`config.mk`:
```
export PLATFORM = sky130hd
export DESIGN_NAME = mod5_serial_tx
export DESIGN_NICKNAME = d
export VERILOG_FILES = /design/src/rtl/mod5_serial_tx.sv
export SDC_FILE = /design/constraint.sdc
export NUM_CORES = 1
export LEC_CHECK = 0
export ABC_CLOCK_PERIOD_IN_PS = 2560
export BUFFER_PORTS_ARGS = -buffer_cell sky130_fd_sc_hd__buf_2
export CAP_MARGIN = 20
export CORE_MARGIN = 5
export CORE_UTILIZATION = 35
export CTS_CLUSTER_SIZE = 30
export DETAILED_ROUTE_END_ITERATION = 7
export PLACE_DENSITY = 0.57
export SLEW_MARGIN = 20
export SYNTH_ARGS = -nofsm -noshare
export SYNTH_HDL_FRONTEND = slang
export SYNTH_SLANG_ARGS = --single-unit
```
`constraint.sdc`:
```
create_clock -name clk -period 2.56 [get_ports clk]
set_input_delay 0.384 -clock clk [delete_from_list [all_inputs] [get_ports clk]]
set_output_delay 0.384 -clock clk [all_outputs]
set_load 0.005 [all_outputs]
```
`src/rtl/mod5_serial_tx.sv`:
```
// Serial transmitter: shifts a DATA_W-bit payload out MSB-first, then appends a
// 3-bit check field so the whole frame value (din*8 + c) is a multiple of 5.
module mod5_serial_tx #(
    parameter int unsigned DATA_W = 8
) (
    input  logic              clk,
    input  logic              reset,
    input  logic [DATA_W-1:0] din,
    input  logic              din_valid,
    output logic              din_ready,
    output logic              dout,
    output logic              dout_valid,
    input  logic              dout_ready,
    output logic              dout_first,
    output logic              dout_last
);

    localparam int unsigned     CntW    = (DATA_W > 1) ? $clog2(DATA_W) : 1;
    localparam logic [CntW-1:0] CntLast = CntW'(DATA_W - 1);

    typedef enum logic [1:0] {StIdle, StData, StCheck} state_e;

    state_e            state_q;
    logic [DATA_W-1:0] shift_q;
    logic [CntW-1:0]   cnt_q;
    logic [2:0]        rem_q;
    // Holds c[1:0] once c[2] has moved into dout_q.
    logic [1:0]        chk_q;
    logic [1:0]        chk_cnt_q;
    logic              dout_q;
    logic              dout_valid_q;
    logic              dout_first_q;
    logic              dout_last_q;

    logic [DATA_W-1:0] shift_nxt;
    logic [2:0]        rem_nxt;
    logic [2:0]        chk_new;
    logic              out_hs;

    // rem <- (2*rem + b) mod 5 as a plain 5-state transition table.
    function automatic logic [2:0] rem_step(input logic [2:0] rem, input logic b);
        logic [2:0] r;
        case ({rem, b})
            4'b000_0: r = 3'd0;
            4'b000_1: r = 3'd1;
            4'b001_0: r = 3'd2;
            4'b001_1: r = 3'd3;
            4'b010_0: r = 3'd4;
            4'b010_1: r = 3'd0;
            4'b011_0: r = 3'd1;
            4'b011_1: r = 3'd2;
            4'b100_0: r = 3'd3;
            4'b100_1: r = 3'd4;
            default:  r = 3'd0;
        endcase
        return r;
    endfunction

    // Check value that cancels payload remainder r: (3*r + c) mod 5 == 0.
    function automatic logic [2:0] chk_of(input logic [2:0] r);
        logic [2:0] c;
        case (r)
            3'd0:    c = 3'd0;
            3'd1:    c = 3'd2;
            3'd2:    c = 3'd4;
            3'd3:    c = 3'd1;
            3'd4:    c = 3'd3;
            default: c = 3'd0;
        endcase
        return c;
    endfunction

    // Next-beat helpers derived from current state.
    always_comb begin
        shift_nxt = shift_q << 1;
        rem_nxt   = rem_step(rem_q, shift_q[DATA_W-1]);
        chk_new   = chk_of(rem_nxt);
        out_hs    = dout_valid_q && dout_ready;
    end

    // Frame FSM with all outputs registered; every update is gated by the handshake.
    always_ff @(posedge clk) begin
        if (reset) begin
            state_q      <= StIdle;
            shift_q      <= '0;
            cnt_q        <= '0;
            rem_q        <= 3'd0;
            chk_q        <= 2'd0;
            chk_cnt_q    <= 2'd0;
            dout_q       <= 1'b0;
            dout_valid_q <= 1'b0;
            dout_first_q <= 1'b0;
            dout_last_q  <= 1'b0;
        end else begin
            unique case (state_q)
                StIdle: begin
                    if (din_valid) begin
                        state_q      <= StData;
                        shift_q      <= din;
                        cnt_q        <= '0;
                        rem_q        <= 3'd0;
                        dout_q       <= din[DATA_W-1];
                        dout_valid_q <= 1'b1;
                        dout_first_q <= 1'b1;
                        dout_last_q  <= 1'b0;
                    end
                end
                StData: begin
                    if (out_hs) begin
                        shift_q      <= shift_nxt;
                        rem_q        <= rem_nxt;
                        cnt_q        <= cnt_q + 1'b1;
                        dout_first_q <= 1'b0;
                        if (cnt_q == CntLast) begin
                            state_q   <= StCheck;
                            dout_q    <= chk_new[2];
                            chk_q     <= chk_new[1:0];
                            chk_cnt_q <= 2'd0;
                        end else begin
                            dout_q <= shift_nxt[DATA_W-1];
                        end
                    end
                end
                StCheck: begin
                    if (out_hs) begin
                        if (chk_cnt_q == 2'd2) begin
                            state_q      <= StIdle;
                            dout_q       <= 1'b0;
                            dout_valid_q <= 1'b0;
                            dout_last_q  <= 1'b0;
                        end else begin
                            chk_cnt_q   <= chk_cnt_q + 1'b1;
                            dout_q      <= chk_q[1];
                            chk_q       <= {chk_q[0], 1'b0};
                            dout_last_q <= (chk_cnt_q == 2'd1);
                        end
                    end
                end
                default: begin
                    state_q      <= StIdle;
                    dout_valid_q <= 1'b0;
                    dout_first_q <= 1'b0;
                    dout_last_q  <= 1'b0;
                end
            endcase
        end
    end

    assign din_ready  = (state_q == StIdle) && !reset;
    assign dout       = dout_q;
    assign dout_valid = dout_valid_q;
    assign dout_first = dout_first_q;
    assign dout_last  = dout_last_q;

endmodule

```
==> qor.tcl <==
set qor(run_status) {finished, final reports clean}
set qor(clk_latency_worst_skew_pair_ps) 270
set qor(timing.final.setup_violations) 0
set qor(dp_hpwl_um) 2380
set qor(clock-skew-final_ps) 2.825
set qor(dr_total_vias) 1224
set qor(crit_path_max_fanout) 8
set qor(number_of_global_route_vias_before_repair) 1229
set qor(drt-vias-per-instance) 5.231
set qor(pwr_density_cell_nw_per_um2) 622.5
set qor(timing.hold.worst.class) {in2reg}
set qor(total_number_of_placement_rows) 23
set qor(post_synth_num_cell_types) 44
set qor(post_synth_top_area_cell) {sky130_fd_sc_hd__dfxtp_1}
set qor(mappedNetlistArea_sq_um) 1500
set qor(cts.htree.levels) 1
set qor(wire_per_inst_um) 13.04
set qor(worstPathRequired_ps) 2770
set qor(cap_viol_max_count) 0
set qor(top_level_ports) 17
set qor(postSynthCellCount) 171
set qor(synth_fp_nets) 192
set qor(clk_pin_slew_ps) 90
set qor(timing_worst_slew_pin_value_ps) 437.2
set qor(placedCellCount) 230
set qor(timing.max_slew.rel_slack_pct) 70.55
set qor(fin_crit_sh_pct) 88.52
set qor(synth_area_per_cell_sq_um) 8.773
set qor(area.growth.synth_to_final_pct) 10.01
set qor(largest_net_degree_at_the_start_of_global_routing) 23
set qor(critical_path_arrival_ps) 2480
set qor(maxSlewViolCount) 0
set qor(grt-ovfl-total) 0
set qor(placement.setup.worst_slack_ps) 299.9
set qor(worstSetupPathType) {reg2reg}
set qor(dr.first_iter.drc_count) 38
set qor(synth-main-ff-cell) {sky130_fd_sc_hd__dfxtp_1}
set qor(synth-seq-area-share_pct) 36.03
set qor(antennaDiodeCount) 0
set qor(numClockSinks) 27
set qor(wirelength_um) 3051
set qor(layout_commonest_cell) {sky130_fd_sc_hd__dfxtp_1}
set qor(post_cts_hold_buffers) 0
set qor(gpl.final_weighted_congestion) 0.7838
set qor(initial_core_util_pct) 36.71
set qor(drt-pass1-iter-count) 4
set qor(io_buffer_count) 16
set qor(clock.fmax_mhz) 441.3
set qor(end_kind) {register}
set qor(fin_cells) 234
set qor(placeableCoreArea_sq_um) 4086
set qor(grt_antenna_before_repair) 0
set qor(global_route_wire_length_before_repair_um) 5513
set qor(ys_seq_elements) 27
set qor(groute.usage.overall_pct) 12.29
set qor(post_cts_resized) 0
set qor(drcViolationCount) 0
set qor(timing.setup.tns_ps) 0
set qor(grt_setup_unrepaired) {no}
set qor(root_buffer) {sky130_fd_sc_hd__clkbuf_8}
set qor(fin_nets) 206
set qor(drt.antenna.violating_nets) 0
set qor(final.min_clock_period_ps) 2266
set qor(p_leak_nw) 0.6386
set qor(cts_made_buffers) 3
set qor(startpoint_type) {register}
set qor(design.die.area_sq_um) 5696
set qor(clock_tree_from_tritoncts) {built}
set qor(yosys_warnings) 0
set qor(synth_top_area_share_pct) 36.03
set qor(async_flop_share_pct) 0
set qor(post_route_cells_drive_above_1_share_pct) 17.93
set qor(worst_slack_ps) 293.9
set qor(number_of_flops_mapped_to_enable_cells_by_yosys) 0
set qor(postCtsSetupBuffers) 0
set qor(timing_hold_violations_final) 0
set qor(power.ir.vdd_worst_mv) 0.2931
set qor(chipHeight_um) 75.47
set qor(cts_buffer_depth) 2
set qor(layout_common_cells) {sky130_fd_sc_hd__dfxtp_1, sky130_fd_sc_hd__nor2_1, sky130_fd_sc_hd__buf_2}
set qor(post_synth_main_area_contributors) {sky130_fd_sc_hd__dfxtp_1, sky130_fd_sc_hd__ha_1, sky130_fd_sc_hd__mux2i_1, sky130_fd_sc_hd__nor2_1, sky130_fd_sc_hd__a211oi_1}
set qor(floorplan.die.width_um) 75.47
==> routing by layer <==
layer | GRT usage [%] | vias up | part of all wire [%]
li1 | - | 632 | -
met1 | 15.66 | 568 | 48
met2 | 20.81 | 22 | 46
met3 | 3.166 | 2 | 5.1
met4 | 2.913 | 0 | 0.59
met5 | 0 | - | 0
==> area by class of cell <==
class / count / area (sq um)
Clock buffer: 3 / 41.29
Clock inverter: 1 / 7.507
Fill cell: 408 / 2436
Inverter: 6 / 22.52
Multi-Input combinational cell: 127 / 865.8
Sequential cell: 27 / 540.5
Tap cell: 50 / 62.56
Timing Repair Buffer: 20 / 110.1
==> logic make-up after synthesis <==
group / count (synthesis) / share of synthesized area, %
simple gates: 66 / 22.85
compound gates: 38 / 17.68
flops: 27 / 36.03
buf+inv: 17 / 6.255
mux: 13 / 9.091
fa+ha+maj: 9 / 7.506
xor+xnor: 1 / 0.5839
==> synthesized netlist by cell type, types with 4 or more instances <==
library cell                n
sky130_fd_sc_hd__a211oi_1   8
sky130_fd_sc_hd__nand2b_1   4
sky130_fd_sc_hd__nor2_1    22
sky130_fd_sc_hd__inv_1      5
sky130_fd_sc_hd__ha_1       9
sky130_fd_sc_hd__nor3_1     5
sky130_fd_sc_hd__dfxtp_1   27
sky130_fd_sc_hd__a21oi_1   10
sky130_fd_sc_hd__a31oi_1    4
sky130_fd_sc_hd__o21ai_0    5
sky130_fd_sc_hd__clkbuf_1   4
sky130_fd_sc_hd__nand2_1    8
sky130_fd_sc_hd__nand3_1    7
sky130_fd_sc_hd__nand4_1    4
sky130_fd_sc_hd__mux2i_1   11
==> worst max-delay path, cell delays in order, from the launching register on <==
cell and delay (ps):
sky130_fd_sc_hd__dfxtp_1 390, sky130_fd_sc_hd__inv_1 100, sky130_fd_sc_hd__ha_1 220, sky130_fd_sc_hd__and2b_1 260
sky130_fd_sc_hd__a211oi_4 270, sky130_fd_sc_hd__mux2_4 330, sky130_fd_sc_hd__or4_4 490, sky130_fd_sc_hd__a31oi_2 130
==> path summary, 6_finish.rpt <==
| kind | start | endpoint | slack, ps | cells after the start |
|---|---|---|---|---|
| setup reg to reg | state_q[0] | rem_nxt[0] | 290 | 7 |
| hold / removal | reset | chk_q[0] | 360 | 2 |
| setup / recovery | state_q[0] | rem_nxt[0] | 290 | 7 |
| hold reg to reg | cnt_q[1] | cnt_q[1] | 460 | 2 |
==> per-stage QoR <==
step | cell area [sq um] | hold slack (ps) | util (%) | power [W]
final | 1650 | 364.7 | 40.39 | 0.001027
after global routing | 1650 | 379.5 | 40.39 | 0.001102
after CTS | 1650 | 360.4 | 40.39 | 0.001044
after detailed placement | 1602 | 451.5 | 39.19 | 0.0007913
after global placement | 1602 | 443.2 | 39.19 | 0.0007842
after floorplan | 1500 | 432.7 | - | 0.0007261
==> report_power, final <==
group | internal, W | switching [W] | leakage, nW
Sequential | 0.000461 | 0.0000271 | 0.220
Clock | 0.000111 | 0.000137 | 0.0217
Combinational | 0.000126 | 0.000166 | 0.396
==> sequential cells by signal, indices dropped and copies added (netlist names) <==
| name | count |
|---|---|
| chk_q | 2 |
| chk_cnt_q | 2 |
| dout_last | 1 |
| state_q | 2 |
| rem_q | 3 |
| shift_q | 8 |
| rem_nxt | 3 |
| cnt_q | 3 |
| dout | 1 |
| dout_valid | 1 |
| dout_first | 1 |
No activity file was read; power rests on OpenSTA's default activity.
